### src/rtl/muldiv_pkg.sv
// rtl/muldiv_pkg.sv - shared types, sizes and helpers for the iterative multiply/divide unit
package muldiv_pkg;

  localparam int XLEN  = 64;
  localparam int CNT_W = 7;

  typedef logic [XLEN-1:0] word_t;

  typedef enum logic [2:0] {
    OP_MUL,
    OP_MULH,
    OP_MULHSU,
    OP_MULHU,
    OP_DIV,
    OP_DIVU,
    OP_REM,
    OP_REMU
  } muldiv_op_t;

  typedef enum logic [1:0] {
    IDLE,
    CALC,
    DONE
  } muldiv_state_t;

  // Replicate bit 31 over the upper half (W-variant results and operands).
  function automatic word_t sext32(input word_t x);
    return {{32{x[31]}}, x[31:0]};
  endfunction

  function automatic logic is_div_op(input muldiv_op_t o);
    return o inside {OP_DIV, OP_DIVU, OP_REM, OP_REMU};
  endfunction

  function automatic logic is_rem_op(input muldiv_op_t o);
    return o inside {OP_REM, OP_REMU};
  endfunction

endpackage

### src/rtl/muldiv_core.sv
// rtl/muldiv_core.sv - one radix-2 shift-add / restoring shift-subtract step on the 128-bit accumulator
module muldiv_core
  import muldiv_pkg::*;
(
  input  logic              is_div,
  input  logic [2*XLEN-1:0] acc_in,
  input  word_t             opnd,
  output logic [2*XLEN-1:0] acc_out
);

  logic [XLEN:0]   mul_sum;
  logic [XLEN+1:0] div_diff;
  logic            div_ge;

  // Multiply: {hi,lo} with the multiplier in lo; add the multiplicand into hi when lo[0]
  // is set, then shift the whole accumulator right, keeping the carry as the new MSB.
  // Divide: {rem,quo} with the dividend in quo; shift left, trial-subtract the divisor
  // from the 65-bit shifted remainder and restore when it goes negative.
  always_comb begin
    acc_out  = '0;
    mul_sum  = {1'b0, acc_in[2*XLEN-1:XLEN]} + (acc_in[0] ? {1'b0, opnd} : {(XLEN+1){1'b0}});
    div_diff = {1'b0, acc_in[2*XLEN-1:XLEN-1]} - {2'b00, opnd};
    div_ge   = ~div_diff[XLEN+1];
    if (is_div) begin
      acc_out[2*XLEN-1:XLEN] = div_ge ? div_diff[XLEN-1:0] : acc_in[2*XLEN-2:XLEN-1];
      acc_out[XLEN-1:0]      = {acc_in[XLEN-2:0], div_ge};
    end else begin
      acc_out = {mul_sum, acc_in[XLEN-1:1]};
    end
  end

endmodule

### src/rtl/muldiv_seq.sv
// rtl/muldiv_seq.sv - iterative RV64M multiply/divide sequencer; MULDIV_EARLY_OUT_EN enables trivial-case early out
module muldiv_seq
  import muldiv_pkg::*;
(
  input  logic       clk,
  input  logic       reset,
  input  logic       in_valid,
  output logic       in_ready,
  input  muldiv_op_t op,
  input  logic       word,
  input  word_t      srca,
  input  word_t      srcb,
  input  logic       flush,
  output logic       out_valid,
  input  logic       out_ready,
  output word_t      result
);

  muldiv_state_t     state_q, state_d;
  logic [CNT_W-1:0]  cnt_q, cnt_d;
  logic [2*XLEN-1:0] acc_q, acc_d, acc_step;
  word_t             opnd_q, opnd_d;
  word_t             result_q, result_d;
  muldiv_op_t        op_q, op_d;
  logic              word_q, word_d;
  logic              neg_q, neg_d;

  // Operand decode at accept time.
  logic              in_div, in_rem, a_signed, b_signed, a_neg, b_neg, b_zero, neg_init;
  word_t             a_val, b_val, a_mag, b_mag, opnd_init;
  logic [2*XLEN-1:0] acc_init;
  logic [CNT_W-1:0]  cnt_init;

  // Result fix-up after the last iteration.
  logic [2*XLEN-1:0] prod, prod_s;
  word_t             quo, rem, res_raw, res_fin;

  muldiv_core u_core (
    .is_div  (is_div_op(op_q)),
    .acc_in  (acc_q),
    .opnd    (opnd_q),
    .acc_out (acc_step)
  );

  // Widen/sign operands, take magnitudes and seed the accumulator for the selected op.
  always_comb begin
    in_div   = is_div_op(op);
    in_rem   = is_rem_op(op);
    a_signed = op inside {OP_MUL, OP_MULH, OP_MULHSU, OP_DIV, OP_REM};
    b_signed = op inside {OP_MUL, OP_MULH, OP_DIV, OP_REM};
    a_val    = word ? (a_signed ? sext32(srca) : {32'h0, srca[31:0]}) : srca;
    b_val    = word ? (b_signed ? sext32(srcb) : {32'h0, srcb[31:0]}) : srcb;
    a_neg    = a_signed & a_val[XLEN-1];
    b_neg    = b_signed & b_val[XLEN-1];
    a_mag    = a_neg ? -a_val : a_val;
    b_mag    = b_neg ? -b_val : b_val;
    b_zero   = (b_val == '0);
    cnt_init = word ? CNT_W'(32) : CNT_W'(XLEN);
    if (in_div) begin
      // W dividends start in the upper half of quo so 32 shifts bring them all through.
      acc_init  = word ? {{XLEN{1'b0}}, a_mag[31:0], 32'h0} : {{XLEN{1'b0}}, a_mag};
      opnd_init = b_mag;
      // Divide-by-zero keeps the all-ones quotient unsigned-looking regardless of dividend sign.
      neg_init  = in_rem ? a_neg : ((a_neg ^ b_neg) & ~b_zero);
    end else begin
      acc_init  = {{XLEN{1'b0}}, b_mag};
      opnd_init = a_mag;
      neg_init  = a_neg ^ b_neg;
    end
  end

`ifdef MULDIV_EARLY_OUT_EN
  logic  in_ovf, early;
  word_t early_raw, early_res;

  // Trivial cases whose answer is known at accept: div by zero, signed overflow, zero operand.
  always_comb begin
    in_ovf = (op inside {OP_DIV, OP_REM}) && (b_val == '1) &&
             (a_val == (word ? 64'hFFFF_FFFF_8000_0000 : 64'h8000_0000_0000_0000));
    early  = in_ovf || (a_val == '0) || b_zero;
    if (in_div && b_zero) begin
      early_raw = in_rem ? a_val : '1;
    end else if (in_ovf) begin
      early_raw = in_rem ? '0 : a_val;
    end else begin
      early_raw = '0;
    end
    early_res = word ? sext32(early_raw) : early_raw;
  end
`endif

  // Turn the final accumulator into the architectural result: pick half, restore sign, W-extend.
  always_comb begin
    prod    = word_q ? {{XLEN{1'b0}}, acc_step[XLEN+31:32]} : acc_step;
    prod_s  = neg_q ? -prod : prod;
    quo     = neg_q ? -acc_step[XLEN-1:0] : acc_step[XLEN-1:0];
    rem     = neg_q ? -acc_step[2*XLEN-1:XLEN] : acc_step[2*XLEN-1:XLEN];
    case (op_q)
      OP_MUL:                       res_raw = prod_s[XLEN-1:0];
      OP_MULH, OP_MULHSU, OP_MULHU: res_raw = prod_s[2*XLEN-1:XLEN];
      OP_DIV, OP_DIVU:              res_raw = quo;
      default:                      res_raw = rem;
    endcase
    res_fin = word_q ? sext32(res_raw) : res_raw;
  end

  // Next-state logic: accept in IDLE, iterate in CALC, hold in DONE; flush overrides everything.
  always_comb begin
    state_d  = state_q;
    cnt_d    = cnt_q;
    acc_d    = acc_q;
    opnd_d   = opnd_q;
    result_d = result_q;
    op_d     = op_q;
    word_d   = word_q;
    neg_d    = neg_q;
    case (state_q)
      IDLE: begin
        if (in_valid && !flush) begin
          state_d = CALC;
          cnt_d   = cnt_init;
          acc_d   = acc_init;
          opnd_d  = opnd_init;
          op_d    = op;
          word_d  = word;
          neg_d   = neg_init;
`ifdef MULDIV_EARLY_OUT_EN
          if (early) begin
            state_d  = DONE;
            cnt_d    = '0;
            result_d = early_res;
          end
`endif
        end
      end
      CALC: begin
        acc_d = acc_step;
        cnt_d = cnt_q - CNT_W'(1);
        if (cnt_q == CNT_W'(1)) begin
          state_d  = DONE;
          result_d = res_fin;
        end
      end
      DONE: begin
        if (out_ready) begin
          state_d = IDLE;
        end
      end
      default: state_d = IDLE;
    endcase
    if (flush) begin
      state_d = IDLE;
    end
  end

  // State and datapath registers with synchronous reset.
  always_ff @(posedge clk) begin
    if (reset) begin
      state_q  <= IDLE;
      cnt_q    <= '0;
      acc_q    <= '0;
      opnd_q   <= '0;
      result_q <= '0;
      op_q     <= OP_MUL;
      word_q   <= 1'b0;
      neg_q    <= 1'b0;
    end else begin
      state_q  <= state_d;
      cnt_q    <= cnt_d;
      acc_q    <= acc_d;
      opnd_q   <= opnd_d;
      result_q <= result_d;
      op_q     <= op_d;
      word_q   <= word_d;
      neg_q    <= neg_d;
    end
  end

  assign in_ready  = (state_q == IDLE);
  assign out_valid = (state_q == DONE);
  assign result    = result_q;

endmodule
### config.mk
export PLATFORM = sky130hd
export DESIGN_NAME = muldiv_seq
export DESIGN_NICKNAME = d
export VERILOG_FILES = /design/src/rtl/muldiv_pkg.sv /design/src/rtl/muldiv_core.sv /design/src/rtl/muldiv_seq.sv
export SDC_FILE = /design/constraint.sdc
export NUM_CORES = 2
export LEC_CHECK = 0
export CAP_MARGIN = 25
export CORE_ASPECT_RATIO = 1.25
export CORE_MARGIN = 2
export CORE_UTILIZATION = 60
export CTS_CLUSTER_SIZE = 28
export DETAILED_ROUTE_END_ITERATION = 10
export GPL_TIMING_DRIVEN = 0
export PLACE_DENSITY = 0.8
export SLEW_MARGIN = 25
export SYNTH_ARGS = -nofsm -noshare
export SYNTH_HDL_FRONTEND = slang
export SYNTH_SLANG_ARGS = --single-unit
### constraint.sdc
create_clock -name clk -period 7 [get_ports clk]
set_input_delay 0.7 -clock clk [delete_from_list [all_inputs] [get_ports clk]]
set_output_delay 0.7 -clock clk [all_outputs]
set_load 0.05 [all_outputs]
==> results.json, run 1 <==
{
  "status": "stopped before the end",
  "haltStage": "global routing (5_1_grt)",
  "firstError": "[ERROR GRT-0116] Global routing finished with congestion. Check the congestion regions in the DRC Viewer.",
  "cts_buffers": 30,
  "synth.largest_area_cell": "dfxtp_1",
  "syn_avg_cell_area_um2": 6.63,
  "synth_enable_flop_cells": 0,
  "die_w_um": 225,
  "gp_congestion": 1.39,
  "htree_levels": 1,
  "synthFlopType": "dfxtp_1",
  "syn_nets": 5806,
  "synth_seq_cells": 270,
  "die_y_um": 280,
  "cts_sinks": 270,
  "ys_seq_area_share_pct": 14.7,
  "synth_cell_type_count": 110,
  "gr-total-overflow": 983,
  "initial_core_util_pct": 60.5,
  "cts.path.max_buffers": 3,
  "synth_area_leaders": "dfxtp_1, a21oi_1, nor2_1",
  "grt_pass1_vias": 53900,
  "grt_pass1_wl_mm": 403,
  "grt_usage_pct": 83.6,
  "async_flop_share_pct": 0,
  "synth_cells": 5533,
  "ys_warn_count": 0,
  "grt_max_degree": 20,
  "cts_root_buf": "clkbuf_16",
  "portBuffers": 200,
  "synth_top_area_share_pct": 14.7,
  "syn_area_um2": 36700,
  "rows": 101,
  "placed_cell_area_um2": 39800,
  "io-pin-count": 203,
  "dpl.hpwl_mm": 182
}
==> what timing repair did <==
item	CTS
endpoints found under the setup margin	70
hold buffers	0
pin swaps	9
buffers inserted	9
resized for setup	122
==> synth_stat cells (all sizes together), types with 23 or more instances <==
cell type  instances
mux2              53
nor3             171
xor2             126
or3               73
o31ai             82
o21bai            36
nand4             93
nor2             627
clkbuf           318
o22ai             43
o21ai            396
nand2            589
a221oi            23
inv              143
xnor2            227
nand2b            41
or2               30
o221ai            27
ha               134
nand3            164
buf               96
nor2b             30
mux2i             96
a21oi            568
a31oi            120
o21a              34
a211oi           137
nor4              62
a22oi             30
a21o              63
or4               37
dfxtp            270
o211ai           102
and2             100
and3              33
==> per-stage QoR <==
stage	hold slack [ns]	cells	worst slack (ns)
after floorplan	0.440	5533	0.843
after global placement	0.441	6505	-3.32
after detailed placement	0.446	6512	-3.51
after CTS	0.454	6571	0.0553
==> metal layers <==
metal | overflow | global-route usage, %
met5 | 0 | 46.7
met4 | 382 | 82.8
met3 | 23 | 69.9
met2 | 550 | 98.0
met1 | 28 | 83.6
==> cells by family after synthesis <==
family	after synthesis	share of synthesized area, %
buffers and inverters	560	6.02
muxes	150	4.31
DFF	270	14.7
AOI/OAI and AO/OA	1935	34.1
and+or+nand+nor	2129	27.7
xor gates and xnor gates	353	8.43
adders and majority gates	136	4.68
==> run 2, diff against run 1 <==
Settings changed: CORE_ASPECT_RATIO 1.25 to not set, CORE_UTILIZATION 60 to 40, CTS_CLUSTER_SIZE 28 to not set, PLACE_DENSITY 0.8 to not set, PLACE_DENSITY_LB_ADDON set to 0.15.
==> run 2 against run 1 <==
The flow now finishes, with violations (negative setup slack). Area after synthesis unchanged. Synthesized cell count unchanged.
==> results.json, run 2 <==
{
  "status": "finished with violations",
  "violations": "negative setup slack",
  "ys_warn_count": 0,
  "io-pin-count": 203,
  "die_y_um": 307,
  "dr.pass1.iters": 8,
  "vias_per_cell": 7.37,
  "vias": 51900,
  "htree_levels": 2,
  "r2r_start": "word_q",
  "hp-class": "reg2reg",
  "setup_viol": 39,
  "critical-path-top-delay-family": "buffers and inverters",
  "reg2reg_slack_ns": -0.25,
  "synth_seq_cells": 270,
  "tightest_slew_ns": 1.36,
  "area_delta_synth_final_pct": 17.5,
  "whs_path_depth": 2,
  "p_leak_nw": 15.8,
  "period_needed_ns": 7.25,
  "ctsHoldBuffers": 0,
  "critPathBufInv": 8,
  "finalClockSkew_ns": 0.0339,
  "layout_common_cells": "nor2_1, nand2_1, a21oi_1, o21ai_0, clkbuf_1",
  "pwr-share-clk_pct": 27.0,
  "power_density_nw_per_um2": 168,
  "gp_congestion": 1.18,
  "drive_gt1_share_pct": 8.97,
  "synth_cell_type_count": 110,
  "drtIter0Drc": 9451,
  "cts.path.max_buffers": 3,
  "antenna_left": 0,
  "crit_path_start_kind": "flop",
  "gr-total-overflow": 0,
  "dieArea_um2": 94100,
  "syn_avg_cell_area_um2": 6.63,
  "crit_chain": "clkinv_1 -> buf_1 -> clkbuf_1 -> buf_1 -> clkdlybuf4s15_1 -> clkbuf_1 -> clkbuf_2 -> clkbuf_1 -> o21ai_0 -> a21oi_1 -> o21ai_1 -> a211oi_1",
  "fmax_ghz": 0.138,
  "synth.most_common_cell": "nor2_1",
  "max-slew-margin-rel_pct": 8.17,
  "reg2reg_depth": 12,
  "synth_enable_flop_cells": 0,
  "largest-register": "acc_q",
  "rsz0062_at_grt": "true",
  "routed_wl_mm": 273,
  "synth_cells": 5533,
  "slowest_stage": "clkdlybuf4s15_1",
  "cts_tree": "built",
  "synth_area_leaders": "dfxtp_1, a21oi_1, nor2_1",
  "async_flop_share_pct": 0,
  "syn_nets": 5806,
  "core_area_um2": 91200,
  "p_switching_mw": 3.60,
  "die_w_um": 307,
  "max-vdd-ir-drop_uv": 253,
  "cts_root_buf": "clkbuf_16",
  "p_comb_share_pct": 49.5,
  "cts_buffers": 36,
  "grt_usage_pct": 55.3,
  "routedWlPerCell_um": 38.7,
  "arrival_ns": 7.76,
  "critPathKind": "reg2reg",
  "place_ws_ns": -4.19,
  "cpPeakStageDelay_ns": 0.91,
  "reg2reg_to": "result[39]",
  "fin_nets": 6079,
  "synthFlopType": "dfxtp_1",
  "seqPwrFrac_pct": 23.5,
  "final_max_slew_viol_count": 0,
  "antenna_found_initial": 38,
  "cap_violations": 0,
  "synth_common_cells": "nor2_1, nand2_1, a21oi_1",
  "dpl.hpwl_mm": 219,
  "largest_reg_flops": 128,
  "clk_pin_slew_ns": 0.07,
  "drcViolationCount": 0,
  "finalCritPeriodShare_pct": 104,
  "clock_latency_ns": 0.62,
  "cts_sinks": 270,
  "grt_pass1_wl_mm": 368,
  "rows": 111,
  "setup_slack_ns": -0.255,
  "end_kind": "flop",
  "grt_max_degree": 20,
  "cpMostUsedCell": "clkbuf_1",
  "synth_top_area_share_pct": 14.7,
  "syn_area_um2": 36700,
  "finalNonFillerCells": 7043,
  "grt_pass1_vias": 46700,
  "portBuffers": 200,
  "crit_fanout": 11,
  "p_total_mw": 7.24,
  "holdPathEnd": "result[14]",
  "hp-start": "result[14]",
  "swShare_pct": 49.8,
  "timing.hold.ws_ns": 0.454,
  "cp.required_ns": 7.50,
  "synth.largest_area_cell": "dfxtp_1",
  "fillers": 9512,
  "layout_commonest_cell": "nor2_1",
  "internal-power_mw": 3.63,
  "hold_violations": 0,
  "dp_cells": 6930,
  "ys_seq_area_share_pct": 14.7,
  "initial_core_util_pct": 40.2
}
[run 2: cell counts after synthesis]
No cell type changed its count.
[run 2: worst register-to-register path: stages (launching register included)]
cell and delay (ns):
dfxtp_1 0.31, clkinv_1 0.16, buf_1 0.40, clkbuf_1 0.77
buf_1 0.77, clkdlybuf4s15_1 0.91, clkbuf_1 0.85, clkbuf_2 0.66
clkbuf_1 0.82, o21ai_0 0.60, a21oi_1 0.25, o21ai_1 0.26
a211oi_1 0.38
[run 2: worst max path at each step]
stage                   from         end  slack, ns  cells after the start
global placement     op_q[2]  result[54]      -4.19                     29
detailed placement   op_q[2]  result[54]      -4.19                     29
CTS                  op_q[2]  result[54]      -0.07                     28
floorplan            op_q[2]  result[54]       0.84                     29
global route        acc_q[0]  result[35]      -0.29                     21
finish                word_q  result[39]      -0.25                     12
[run 2: per-layer routing]
metal	GRT usage, %	wire length (um)	vias to the layer above
met4	47.5	31000	28
met2	77.1	104000	4923
li1	-	-	21100
met3	24.7	43200	1567
met1	64.1	94500	24300
met5	0.413	370	-
[run 2: cell type report]
cell class                 count  area (um2)  area share (%)
multi-input combinational   4703       30100            69.9
sequential                   270        5440            12.6
timing repair buffer         245        2380            5.53
buffer                       404        1890            4.40
tap                         1186        1480            3.44
clock buffer                  48         986            2.29
inverter                     146         552            1.28
clock inverter                16         189           0.438
antenna                       25        62.6           0.145
[run 2: repair_timing]
action	4_1_cts	5_1_grt
pin swaps	16	15
setup endpoints to repair	74	58
resized for setup	197	115
setup buffers	20	12
gates cloned	0	0
[run 2: power groups by stage]
| stage | clock, mW | sequential (mW) | combinational (mW) |
|---|---|---|---|
| floorplan | 0 | 1.67 | 1.72 |
| global placement | 0 | 1.71 | 3.12 |
| detailed placement | 0 | 1.72 | 3.12 |
| CTS | 1.93 | 1.68 | 3.21 |
| global route | 1.98 | 1.69 | 3.55 |
| finish | 1.96 | 1.70 | 3.58 |
[run 2: through the flow]
step	utilization, %	setup TNS [ns]	area, um2
5_1_grt	47.2	-3.92	43000
3_3_place_gp	44.0	-190.86	40200
6_report	47.2	-4.60	43100
4_1_cts	46.6	-0.0672	42500
3_5_place_dp	44.3	-175.40	40400
2_1_floorplan	-	0	36700
[run 2: cells by family after synthesis]
logic type               Yosys count  synth area share, %
AO/OA/AOI/OAI                   1935                 34.1
XOR/XNOR                         353                 8.43
multiplexers                     150                 4.31
adder cells (fa/ha/maj)          136                 4.68
AND/OR/NAND/NOR                 2129                 27.7
buffers and inverters            560                 6.02
flip-flops                       270                 14.7
Note: power is estimated with default switching activity, not from simulation.
